<file path="src/rtl/tdpram_port_master.sv">
// Initiator for one port of a true-dual-port RAM: registered RAM drive, read-latency
// tracking, and an in-order response FIFO guarded by read credits.
module tdpram_port_master #(
  parameter int ADDR_WIDTH       = 10,
  parameter int DATA_WIDTH       = 32,
  parameter int BYTE_WRITE_WIDTH = 8,
  parameter int READ_LATENCY     = 2,
  parameter int RSP_DEPTH        = 4,
  parameter int NB               = DATA_WIDTH / BYTE_WRITE_WIDTH
) (
  input  logic                  clka,
  input  logic                  rsta,
  input  logic                  req_valid,
  output logic                  req_ready,
  input  logic [NB-1:0]         req_we,
  input  logic [ADDR_WIDTH-1:0] req_addr,
  input  logic [DATA_WIDTH-1:0] req_wdata,
  output logic                  rsp_valid,
  input  logic                  rsp_ready,
  output logic [DATA_WIDTH-1:0] rsp_rdata,
  output logic                  ena,
  output logic                  regcea,
  output logic [NB-1:0]         wea,
  output logic [ADDR_WIDTH-1:0] addra,
  output logic [DATA_WIDTH-1:0] dina,
  input  logic [DATA_WIDTH-1:0] douta
);

  localparam int PTR_W = (RSP_DEPTH > 1) ? $clog2(RSP_DEPTH) : 1;
  localparam int CNT_W = $clog2(RSP_DEPTH + 1);
  localparam logic [CNT_W-1:0] DEPTH_C  = CNT_W'(RSP_DEPTH);
  localparam logic [PTR_W-1:0] LAST_PTR = PTR_W'(RSP_DEPTH - 1);

  logic [CNT_W-1:0]        credit_q, credit_d;
  logic [CNT_W-1:0]        cnt_q, cnt_d;
  logic [PTR_W-1:0]        wr_ptr_q, wr_ptr_d, rd_ptr_q, rd_ptr_d;
  logic                    ena_q, ena_d, regcea_q, regcea_d;
  logic [NB-1:0]           wea_q, wea_d;
  logic [ADDR_WIDTH-1:0]   addra_q, addra_d;
  logic [DATA_WIDTH-1:0]   dina_q, dina_d;
  logic [READ_LATENCY-1:0] lat_vld_q, lat_vld_d;
  logic [DATA_WIDTH-1:0]   fifo_mem_q [RSP_DEPTH];

  logic req_fire, rd_fire, push, pop;

  // Writes are gated by credit as well, keeping req_ready a pure function of credit.
  assign req_ready = (credit_q != '0);
  assign req_fire  = req_valid & req_ready;
  assign rd_fire   = req_fire & ~|req_we;
  assign push      = lat_vld_q[READ_LATENCY-1];
  assign rsp_valid = (cnt_q != '0);
  assign pop       = rsp_valid & rsp_ready;
  assign rsp_rdata = rsp_valid ? fifo_mem_q[rd_ptr_q] : '0;

  assign ena    = ena_q;
  assign regcea = regcea_q;
  assign wea    = wea_q;
  assign addra  = addra_q;
  assign dina   = dina_q;

  always_comb begin
    ena_d    = req_fire;
    wea_d    = req_fire ? req_we : '0;
    addra_d  = req_fire ? req_addr : addra_q;
    dina_d   = req_fire ? req_wdata : dina_q;
    regcea_d = 1'b1;

    lat_vld_d    = '0;
    lat_vld_d[0] = ena_q & ~|wea_q;
    for (int i = 1; i < READ_LATENCY; i++) lat_vld_d[i] = lat_vld_q[i-1];

    credit_d = credit_q;
    if (rd_fire && !pop)      credit_d = credit_q - CNT_W'(1);
    else if (!rd_fire && pop) credit_d = credit_q + CNT_W'(1);

    cnt_d = cnt_q;
    if (push && !pop)      cnt_d = cnt_q + CNT_W'(1);
    else if (!push && pop) cnt_d = cnt_q - CNT_W'(1);

    wr_ptr_d = wr_ptr_q;
    if (push) wr_ptr_d = (wr_ptr_q == LAST_PTR) ? '0 : wr_ptr_q + PTR_W'(1);
    rd_ptr_d = rd_ptr_q;
    if (pop)  rd_ptr_d = (rd_ptr_q == LAST_PTR) ? '0 : rd_ptr_q + PTR_W'(1);
  end

  always_ff @(posedge clka) begin
    if (rsta) begin
      ena_q     <= 1'b0;
      regcea_q  <= 1'b0;
      wea_q     <= '0;
      addra_q   <= '0;
      dina_q    <= '0;
      lat_vld_q <= '0;
      credit_q  <= DEPTH_C;
      cnt_q     <= '0;
      wr_ptr_q  <= '0;
      rd_ptr_q  <= '0;
    end else begin
      ena_q     <= ena_d;
      regcea_q  <= regcea_d;
      wea_q     <= wea_d;
      addra_q   <= addra_d;
      dina_q    <= dina_d;
      lat_vld_q <= lat_vld_d;
      credit_q  <= credit_d;
      cnt_q     <= cnt_d;
      wr_ptr_q  <= wr_ptr_d;
      rd_ptr_q  <= rd_ptr_d;
    end
  end

  // Storage is data only; occupancy and pointers decide what is visible.
  always_ff @(posedge clka) begin
    if (push) fifo_mem_q[wr_ptr_q] <= douta;
  end

  always_ff @(posedge clka) begin
    if (!rsta) begin
      assert (!(push && !pop && cnt_q == DEPTH_C))
        else $error("response fifo overflow");
    end
  end

endmodule

</file>
<file path="config.mk">
export PLATFORM = sky130hd
export DESIGN_NAME = tdpram_port_master
export DESIGN_NICKNAME = d
export VERILOG_FILES = /design/src/rtl/tdpram_port_master.sv
export SDC_FILE = /design/constraint.sdc
export NUM_CORES = 1
export LEC_CHECK = 0
export ABC_AREA = 1
export BUFFER_PORTS_ARGS = -buffer_cell sky130_fd_sc_hd__buf_2
export CAP_MARGIN = 20
export CORE_ASPECT_RATIO = 0.6
export CORE_MARGIN = 2
export CORE_UTILIZATION = 59
export DETAILED_ROUTE_END_ITERATION = 16
export PLACE_DENSITY_LB_ADDON = 0.12
export SETUP_SLACK_MARGIN = 0.02
export SYNTH_ARGS = -nofsm -noshare
export SYNTH_HDL_FRONTEND = slang
export SYNTH_SLANG_ARGS = --single-unit
</file>
<file path="constraint.sdc">
create_clock -name clka -period 2.8 [get_ports clka]
set_input_delay 0.28 -clock clka [delete_from_list [all_inputs] [get_ports clka]]
set_output_delay 0.28 -clock clka [all_outputs]
set_load 0.005 [all_outputs]
</file>
; ---- Yosys cells after proc, flatten, opt, wreduce, memory -nomap -nowiden
; Memories as Yosys holds them, arrays and structs flattened. A register that Yosys moved wholly into a read port is not among the register bits.
; Cells that the tools add are included.
[totals]
regBits = 60
ramBits = 128
in_bits = 82
out_inout_bits = 82
elab_cells = 52
mem_count = 1
[memory_table]
columns = memory, words, width, read_ports, rd_ports_with_merged_regs, wr, line_no
row1 = fifo_mem_q, 4, 32, 1, 1, 1, 42  ; logic [DATA_WIDTH-1:0] fifo_mem_q [RSP_DEPTH];
[op_classes]
n_addsub = 6
n_eq_ne = 2
muxes = 12
bitwise = 5
n_reduce_logical = 16
[ops]
columns = operator, n
row1 = $mux 32, 1
row2 = $mux 3, 4
row3 = $mux 2, 4
row4 = $reduce_or 4->1, 2
row5 = $add 3x1->3 const B, 2
row6 = $reduce_bool 3->1, 2
row7 = $sub 3x1->3 const B, 2
row8 = $logic_not 1->1, 5
row9 = $add 2x1->2 const B, 2
row10 = $and 1x1->1, 4
row11 = $eq 2x2->1 const B, 2
row12 = $logic_and 1x1->1, 4
row13 = $reduce_bool 2->1, 2
row14 = $mux 1, 3
row15 = $reduce_or 2->1, 1
row16 = $not 1->1, 1

; ---- Depth between registers and ports, before layout
; Gate-level depths: netlist of run 1.
[logic_depth]
word_depth = 7
ltp_mapped = 13
mapped_depth_nobuf = 12

; ---- Worst setup path before layout of run 1
; Ideal clock, no wire load.
[synth_timing]
path_kind = register to register
startpoint = register credit_q[1]
endpoint = register credit_q[2]
setup_time_ps = 122
t_arrival_ps = 1695
setup_slack_ps = 983
stages_incl_launch_ff = 13
n_path_buf = 1
cell_sequence = dfxtp_1 > inv_2 > nand3_2 > buf_4 > nand2_2 > nor3_1 > ha_1 > inv_1 > fa_1 > nand2_1 > nand3_1 > nand2_1 > nand3_1
[synth_via]
elab_chain_len = 6
[synth_rtl]
columns = item, line_no
row1 = "start, declared", 34  ; logic [CNT_W-1:0] credit_q, credit_d;
row2 = "start signal, assigned", 105  ; credit_q <= credit_d;
row3 = "parallel branches: the longest is 6 deep, another holds $add 3x1->3", --
; Several ways; the timed one is not identified. The select of a mux whose other input is x is not followed.
; A chain may end at the register's enable or synchronous reset.

==> flow_summary_export.csv, run 1 <==
group,metric,value,unit
logic_synthesis,synth_area,7800,sq um
timing,clock_skew,0.00906,ns
cts,clkTransAtPathRegs,0.07,ns
min_path,holdPathStages,1,
setup_path,cp.required,2.52,ns
timing,rsz0062_at_grt,"false",
cts,cts_buffer_depth,2,
placed_design,routabilityCongestion,0.805,
cts,hold_buffers,0,
timing,slew_violations,0,
layout,stdcell_area,9210,sq um
setup_path,start_kind,"register",
global_routing,track_usage,23.1,%
cts,ctsResizeCount,0,
setup_path,critPathMaxStageDelay,0.64,ns
setup_path,crit_chain,"buf_4 > nor2_1 > nor2_1 > o21ai_1 > a21oi_1 > buf_2",
timing,slew_headroom,48.7,%
setup_path,crit_fanout,40,
die,core_area,12900,sq um
min_path,hold_class,"in2reg",
cts,cts_max_level,4,
logic_synthesis,synth_top_cell_area_share,49.3,%
die,rows,32,
layout,layout.nets,1034,
timing,period_minus_slack,2.45,ns
setup_path,r2r_slack,0.92,ns
die,dieArea,14200,sq um
setup_path,cpMostUsedCell,"nor2_1",
run,drv_cap,0,
logic_synthesis,synthXorXnorAreaFrac,0,%
outcome,outcome,"completed",
route,wl_per_cell,14.3,um
cts,cts_inserted_buffers,17,
layout,fin_util,71.4,%
logic_synthesis,syn_inst,795,
route,ant_nets,0,
setup_path,crit_type,"reg2out",
timing,tns,0,ns
route,vias,5745,
route,routed_wl,16.2,mm
setup_path,reg2reg_from,"credit_q[1]$_SDFFE_PP0P_",
logic_synthesis,syn_avg_cell_area,9.81,sq um
cts,cts_root_buf,"clkbuf_16",
placed_design,dp_hpwl,9.91,mm
power,peakVddDrop,0.531,mV
timing,timing.fmax,408,MHz
setup_path,reg2reg_depth,11,
route,dr.pass1.iters,5,
timing,hold_violations,0,
global_routing,overflow,0,
cts,cts_tree,"yes",
layout,area_growth,18.1,%
cts,cts_sinks,190,
logic_synthesis,seq_area_frac_synth,65.2,%
global_routing,grt_max_degree,86,
timing,worst_pin_slew,0.769,ns
route,via_per_inst,5.10,
global_routing,grt_pass1_wl,26.0,mm
logic_synthesis,synth_top_family_by_area,"simple AND/OR/NAND/NOR gates",
logic_synthesis,syn-num-nets,886,
logic_synthesis,synth_area_leaders,"edfxtp_1 (49%), dfxtp_1 (16%), nand2_1 (9.0%)",
die,io_pins,164,
layout,drive_gt1_share,22.4,%
layout,final_cell_count_no_fill,1127,
min_path,worstHoldStart,"douta[12]",
logic_synthesis,yosysUniqueCellTypes,25,
placed_design,port_buffers,163,
setup_path,reg2reg_to,"credit_q[2]$_SDFFE_PP1P_",
power,p_leak,4.18,nW
timing,setup_viol,0,
placed_design,dp.cells,1094,
power,p_per_area,772,nW/um^2
logic_synthesis,yosys.area_share.simple,18.6,%
setup_path,arrival,2.17,ns
logic_synthesis,yosysTopAreaCell,"edfxtp_1",
cts,clock_latency,0.42,ns
layout,regArea,5090,sq um
global_routing,antenna_found_initial,2,
logic_synthesis,synth_compound_area_share,7.51,%
logic_synthesis,yosysWarnings,0,
layout,fill_cells,970,
die,die_h,93.1,um
setup_path,worst_path_max_delay_cell,"dfxtp_2",
timing,period_share,87.5,%
placed_design,placed_area,8630,sq um
logic_synthesis,muxShareOfSynthArea,0,%
cts,cts_post_setup_buffers_inserted,0,
setup_path,end_kind,"output pin",
layout,multi_input_area,2160,sq um
die,die_w,152,um
global_routing,first_global_vias,5407,
die,start_util,60.5,%
setup_path,cp-endpoint,"rsp_rdata[12]",
route,drc,0,
route,drtIter0Drc,438,
timing,hold_ws,0.0675,ns
logic_synthesis,synth_adder_area_share,1.64,%
logic_synthesis,synth-seq-cells,190,
-- Yosys cell counts, drive strengths merged --
library cell	instances
a21oi	80
buf	34
clkbuf	12
clkinv	1
dfxtp	62
edfxtp	128
fa	2
ha	7
inv	69
nand2	187
nand3	48
nand3b	1
nand4	2
nor2	118
nor3	6
nor3b	1
o21ai	37
-- layout by cell type (no fill, tap or decap), types with 2 or more instances in the layout --
master       n
nor2_1     118
a21oi_1     80
inv_8        3
inv_6        5
ha_1         7
diode_2      2
edfxtp_1   128
inv_2        5
clkbuf_16   17
fa_1         2
inv_1       64
nand3_1     47
buf_2      163
nand2_1    186
buf_4       12
o21ai_1     27
clkinv_4     3
nor3_1       6
o21ai_0     10
dfxtp_1     61
nand4_1      2
-- metrics by stage --
step | setup WS, ns | power, W
finish | 0.351 | 0.00711
global route | 0.131 | 0.00748
CTS | 0.323 | 0.00716
detailed placement | 0.785 | 0.00481
global placement | 0.895 | 0.00476
floorplan | 0.983 | 0.00427
-- report_power, final --
part / switching, W / total (W) / internal [W]
sequential: 0.0000911 / 0.00319 / 0.00310
clock: 0.00109 / 0.00234 / 0.00126
combinational: 0.00100 / 0.00158 / 0.000580
total: 0.00218 / 0.00711 / 0.00493
-- final cells by class --
class	instances	share of cell area, %
Inverter	70	2.85
Tap cell	170	2.31
Clock buffer	17	4.62
Clock inverter	14	1.59
Multi-Input combinational cell	489	23.5
Timing Repair Buffer	175	9.84
Sequential cell	190	55.2
Antenna cell	2	0.0544
-- per-layer routing --
layer	up-vias	track usage (%)	part of all wire [%]
met5	-	0	0
met1	2631	30.7	44
met4	0	7.33	1.0
met2	193	38.0	47
met3	13	6.16	7.6
li1	2908	-	-
-- worst min-delay path by stage --
stage	slack, ns	endpoint
2_1_floorplan	0.38	fifo_mem_q[0][0]$_DFFE_PP_
3_3_place_gp	0.40	lat_vld_q[1]$_SDFF_PP0_
3_5_place_dp	0.39	lat_vld_q[1]$_SDFF_PP0_
4_1_cts	0.05	fifo_mem_q[3][12]$_DFFE_PP_
5_1_grt	0.06	fifo_mem_q[3][28]$_DFFE_PP_
6_report	0.07	fifo_mem_q[3][12]$_DFFE_PP_
-- cell families (layout without fill, tap and decap cells) --
| group | after synthesis | in the layout |
|---|---|---|
| AND/OR/NAND/NOR | 363 | 363 |
| flip-flops | 190 | 190 |
| AO/OA/AOI/OAI | 117 | 117 |
| adder cells (fa/ha/maj) | 9 | 9 |
| buffers and inverters | 116 | 276 |
| other | 0 | 2 |
-- state kept, by name, summed over array words and instances, names as in the netlist, named ones only --
| signal | cells |
|---|---|
| addra | 10 |
| cnt_q | 3 |
| credit_q | 3 |
| dina | 32 |
| ena | 1 |
| fifo_mem_q | 128 |
| lat_vld_q | 2 |
| rd_ptr_q | 2 |
| regcea | 1 |
| wea | 4 |
| wr_ptr_q | 2 |
-- worst max-delay path: cells and delay by family, from the launching register on --
| kind | cells | cell delay [ns] |
|---|---|---|
| flip-flops | 1 | 0.64 |
| buffers and inverters | 2 | 0.61 |
| AND/OR/NAND/NOR | 2 | 0.25 |
| AO/OA/AOI/OAI | 2 | 0.23 |
Power figures use the tool's default switching activity.
==> inputs of run 2 (changes only) <==
--- a/config.mk
+++ b/config.mk
@@ -9,7 +9,6 @@
 export BUFFER_PORTS_ARGS = -buffer_cell sky130_fd_sc_hd__buf_2
 export CAP_MARGIN = 20
 export CORE_ASPECT_RATIO = 0.6
-export CORE_MARGIN = 2
 export CORE_UTILIZATION = 59
 export DETAILED_ROUTE_END_ITERATION = 16
 export PLACE_DENSITY_LB_ADDON = 0.12
==> run 2 against run 1 <==
Non-clock buffer count is 1 lower. Combinational power grew 4%. Global-route usage is 2.0 points higher. Highest routed layer is now met5.
==> flow_summary_export.csv, run 2 (same netlist as run 1, synthesis figures left out) <==
group,metric,value,unit
outcome,outcome,"completed",
layout,area_growth,18.7,%
layout,largest_reg_flops,128,
layout,stdcell_area,9260,sq um
cts,hold_buffers,0,
timing,worst_pin_slew,0.784,ns
die,core_area,12900,sq um
timing,period_minus_slack,2.44,ns
setup_path,crit_chain,"buf_4 > nor2_1 > nor2_1 > o21ai_0 > a21oi_1 > buf_2",
cts,cts_root_buf,"clkbuf_16",
timing,slew_headroom,47.8,%
cts,cts_post_setup_buffers_inserted,0,
layout,most-common-layout-cells,"nand2_1 (186), buf_2 (163), edfxtp_1 (128)",
setup_path,arrival,2.16,ns
setup_path,reg2reg_from,"credit_q[1]$_SDFFE_PP0P_",
power,peakVddDrop,0.439,mV
layout,final_common_cell,"nand2_1",
layout,drive_gt1_share,22.2,%
route,dr.pass1.iters,4,
timing,setup_viol,0,
run,drv_cap,0,
setup_path,r2r_slack,0.91,ns
setup_path,crit_type,"reg2out",
placed_design,dp_hpwl,9.94,mm
route,via_per_inst,5.13,
die,die_w,150,um
setup_path,worst_path_max_delay_cell,"dfxtp_2",
die,io_pins,164,
setup_path,end_kind,"output pin",
placed_design,routabilityCongestion,0.746,
timing,tns,0,ns
setup_path,cp.required,2.52,ns
die,dieArea,13700,sq um
route,drtIter0Drc,383,
placed_design,placed_area,8660,sq um
cts,cts_sinks,190,
setup_path,cpMostUsedCell,"nor2_1",
timing,setup_ws,0.357,ns
cts,clkTransAtPathRegs,0.07,ns
cts,cts_buffer_depth,2,
cts,cts_max_level,4,
cts,ctsResizeCount,0,
power,p_leak,4.21,nW
die,start_util,60.7,%
placed_design,port_buffers,163,
layout,regMostFlops,"fifo_mem_q",
timing,clock_skew,0.00873,ns
layout,final_cell_count_no_fill,1125,
min_path,hold_class,"in2reg",
global_routing,track_usage,25.2,%
global_routing,grt_max_degree,86,
timing,rsz0062_at_grt,"false",
timing,slew_violations,0,
global_routing,grt_pass1_wl,26.4,mm
placed_design,dp.cells,1093,
route,wl_per_cell,14.4,um
min_path,worstHoldStart,"douta[15]",
timing,hold_violations,0,
global_routing,antenna_found_initial,1,
setup_path,start_kind,"register",
route,drc,0,
setup_path,crit_fanout,44,
cts,cts_inserted_buffers,17,
timing,period_share,87.2,%
layout,fin_util,72.0,%
cts,clock_latency,0.42,ns
timing,timing.fmax,409,MHz
placed_design,dp_slack,0.796,ns
cts,cts_tree,"yes",
power,p_per_area,785,nW/um^2
route,routed_wl,16.2,mm
route,vias,5776,
die,rows,32,
global_routing,first_global_vias,5514,
route,ant_nets,0,
die,die_h,91.1,um
global_routing,overflow,0,
layout,antenna_cells,0,
setup_path,critPathMaxStageDelay,0.58,ns
layout,layout.nets,1033,
-- run 2: cell types whose count changed in the layout (fill, tap and decap cells not counted), sizes merged --
cell | previous run | this run
clkinv | 4 | 5
clkinvlp | 2 | 0
bufinv | 1 | 2
buf | 175 | 174
diode | 2 | 0
inv | 77 | 78
-- run 2: critical path, delay by kind of cell (launching register included) --
family	cells	cell delay, ns
AO/OA/AOI/OAI	2	0.28
buffers and inverters	2	0.63
flip-flops	1	0.58
AND/OR/NAND/NOR	2	0.23
-- run 2: worst paths after layout --
check                                              endpoint  cells past startpoint
worst max-delay path                           rsp_rdata[2]                      6
worst min-delay path            fifo_mem_q[0][15]$_DFFE_PP_                      1
worst max register to register     credit_q[2]$_SDFFE_PP1P_                     11
worst min register to register      lat_vld_q[0]$_SDFF_PP0_                      1
-- run 2: where the power goes --
part | switching, W | internal [W] | total (W)
registers | 0.0000850 | 0.00310 | 0.00318
logic | 0.00101 | 0.000625 | 0.00164
clock network | 0.00110 | 0.00135 | 0.00245
total | 0.00219 | 0.00507 | 0.00726
-- run 2: layer usage --
metal	share of wire (%)	global-route usage [%]
met1	44	33.2
met2	49	41.2
met3	5.9	6.28
met4	1.2	7.49
met5	0.080	0
-- run 2: per-stage QoR --
| stage | hold WS, ns | power [W] |
|---|---|---|
| 4_1_cts | 0.0506 | 0.00731 |
| 3_3_place_gp | 0.404 | 0.00481 |
| 5_1_grt | 0.0512 | 0.00764 |
| 2_1_floorplan | 0.379 | 0.00427 |
| 3_5_place_dp | 0.405 | 0.00487 |
| 6_report | 0.0667 | 0.00726 |
-- run 2: area by class of cell --
type,count,area (sq um)
Clock inverter,15,171
Inverter,70,263
Sequential cell,190,5090
Fill cell,934,3590
Tap cell,170,213
Timing Repair Buffer,174,936
Clock buffer,17,425
Multi-Input combinational cell,489,2160
==> inputs of run 3 (changes only) <==
--- a/config.mk
+++ b/config.mk
@@ -9,9 +9,10 @@
 export BUFFER_PORTS_ARGS = -buffer_cell sky130_fd_sc_hd__buf_2
 export CAP_MARGIN = 20
 export CORE_ASPECT_RATIO = 0.6
-export CORE_UTILIZATION = 59
+export CORE_UTILIZATION = 54
 export DETAILED_ROUTE_END_ITERATION = 16
 export PLACE_DENSITY_LB_ADDON = 0.12
+export REMOVE_ABC_BUFFERS = 1
 export SETUP_SLACK_MARGIN = 0.02
 export SYNTH_ARGS = -nofsm -noshare
 export SYNTH_HDL_FRONTEND = slang
==> constraint.sdc (replaced) <==
create_clock -name clka -period 2.3 [get_ports clka]
set_input_delay 0.23 -clock clka [delete_from_list [all_inputs] [get_ports clka]]
set_output_delay 0.23 -clock clka [all_outputs]
set_load 0.005 [all_outputs]
==> run 3 against run 2 <==
Critical path type unchanged. Sequential power is 21% higher. Final area is 0.46% higher. Flip-flop and latch count stayed put. Clock power is 18% higher. Combinational power is 23% higher. Non-clock buffer count is 4 higher. Register-to-register slack worse by 0.50 ns. Clock-buffer cell count stayed put. Critical path depth stayed put. Core utilization is 5.0 points lower. Hold slack worse by 0.051 ns. Highest routed layer unchanged.
==> flow_summary_export.csv, run 3 (same netlist as run 1, synthesis figures left out) <==
group,metric,value,unit
layout,most-common-layout-cells,"nand2_1 (186), buf_2 (163), edfxtp_1 (128)",
setup_path,worst_path_dominant_cell_family,"buffers and inverters",
setup_path,worst_path_max_delay_cell,"dfxtp_1",
power,p_per_area,941,nW/um^2
timing,rsz0062_at_grt,"false",
timing,hold_violations,0,
global_routing,grt_pass1_wl,26.2,mm
run,drv_cap,0,
layout,largest_reg_flops,128,
layout,antenna_cells,0,
route,dr.pass1.iters,5,
cts,cts_post_setup_buffers_inserted,0,
cts,clock_latency,0.43,ns
global_routing,first_global_vias,5310,
route,routed_wl,16.5,mm
timing,slew_headroom,47.2,%
timing,clock_skew,0.0137,ns
placed_design,port_buffers,163,
layout,final_cell_count_no_fill,1151,
timing,setup_viol,0,
global_routing,grt_max_degree,86,
setup_path,crit_chain,"inv_1 > nand2_1 > inv_1 > buf_4 > a21oi_1 > buf_2",
timing,worst_pin_slew,0.792,ns
cts,cts_max_level,4,
setup_path,critPathMaxStageDelay,0.38,ns
setup_path,cp_num_cells,6,
setup_path,worstSetupStartpoint,"cnt_q[0]$_SDFFE_PP0P_",
cts,cts_tree,"yes",
die,core_area,13900,sq um
min_path,worstHoldStart,"douta[9]",
placed_design,dp.cells,1117,
layout,layout.nets,1037,
die,start_util,56.2,%
placed_design,routabilityCongestion,0.813,
cts,cts_root_buf,"clkbuf_16",
power,power.total,0.00875,W
route,wl_per_cell,14.3,um
cts,cts_inserted_buffers,17,
setup_path,cpMostUsedCell,"inv_1",
timing,timing.fmax,471,MHz
min_path,hold_class,"in2reg",
route,vias,5860,
setup_path,crit_fanout,32,
setup_path,cp-endpoint,"rsp_rdata[19]",
setup_path,cp.required,2.07,ns
route,ant_nets,0,
setup_path,r2r_slack,0.41,ns
layout,multi_input_area,2160,sq um
die,dieArea,14900,sq um
outcome,outcome,"completed",
setup_path,reg2reg_depth,11,
power,peakVddDrop,0.533,mV
layout,fill_cells,1093,
global_routing,antenna_found_initial,1,
cts,ctsResizeCount,0,
timing,tns,0,ns
die,die_h,95.1,um
layout,area_growth,19.3,%
route,dr_wl_met2,7.74,mm
layout,drive_gt1_share,22.5,%
route,met3_length,1.10,mm
placed_design,dp_hpwl,10.2,mm
timing,period_minus_slack,2.12,ns
global_routing,overflow,0,
timing,slew_violations,0,
layout,regArea,5090,sq um
global_routing,track_usage,23.3,%
setup_path,arrival,1.89,ns
setup_path,reg2reg_to,"cnt_q[2]$_SDFFE_PP0P_",
setup_path,reg2reg_from,"cnt_q[0]$_SDFFE_PP0P_",
route,top_layer_used,"met5",
route,drc,0,
timing,period_share,92.3,%
setup_path,crit_buf_inv,4,
die,rows,33,
layout,final_common_cell,"nand2_1",
route,wl_met1,7.51,mm
setup_path,end_kind,"output pin",
power,p_leak,4.21,nW
setup_path,crit_type,"reg2out",
die,io_pins,164,
cts,clkTransAtPathRegs,0.07,ns
die,die_w,157,um
cts,cts_buffer_depth,2,
route,drtIter0Drc,444,
route,via_per_inst,5.09,
setup_path,start_kind,"register",
cts,cts_sinks,190,
layout,regMostFlops,"fifo_mem_q",
run 3: cell type report:
class,instances,share of cell area (%)
clock inverters,15,1.76
inverters,70,2.83
repair buffers,178,10.3
flip-flops and latches,190,54.7
clock buffers,17,4.57
multi-input cells,489,23.3
well taps,192,2.58
run 3: repair_timing:
action	in CTS	in global routing
setup endpoints to repair	0	0
hold buffers	2	0
endpoints found under the hold margin	5	0
run 3: worst min path at each step:
stage | cells past startpoint | end
CTS | 1 | fifo_mem_q[3][22]$_DFFE_PP_
global route | 1 | fifo_mem_q[3][22]$_DFFE_PP_
finish | 1 | fifo_mem_q[1][9]$_DFFE_PP_
floorplan | 1 | lat_vld_q[1]$_SDFF_PP0_
detailed placement | 1 | lat_vld_q[0]$_SDFF_PP0_
global placement | 1 | lat_vld_q[0]$_SDFF_PP0_
run 3: where the power goes:
group / internal, W / switching, W / leakage (nW) / total [W]
Sequential: 0.00377 / 0.0000750 / 1.67 / 0.00384
Combinational: 0.000744 / 0.00128 / 2.26 / 0.00202
Clock: 0.00147 / 0.00142 / 0.283 / 0.00288
run 3: per-layer routing:
metal	track usage [%]	up-vias
li1	-	2912
met3	6.05	18
met1	31.4	2744
met5	0	-
met4	7.69	2
met2	37.1	184
run 3: stage by stage:
step	instance area [sq um]	setup WS, ns	hold slack [ns]	utilization, %
finish	9300	0.178	0.0159	67.0
global route	9300	0.0714	0.000557	67.0
CTS	9300	0.185	0.00111	67.0
detailed placement	8690	0.423	0.405	62.6
global placement	8690	0.553	0.409	62.6
floorplan	7510	-0.302	0.301	-
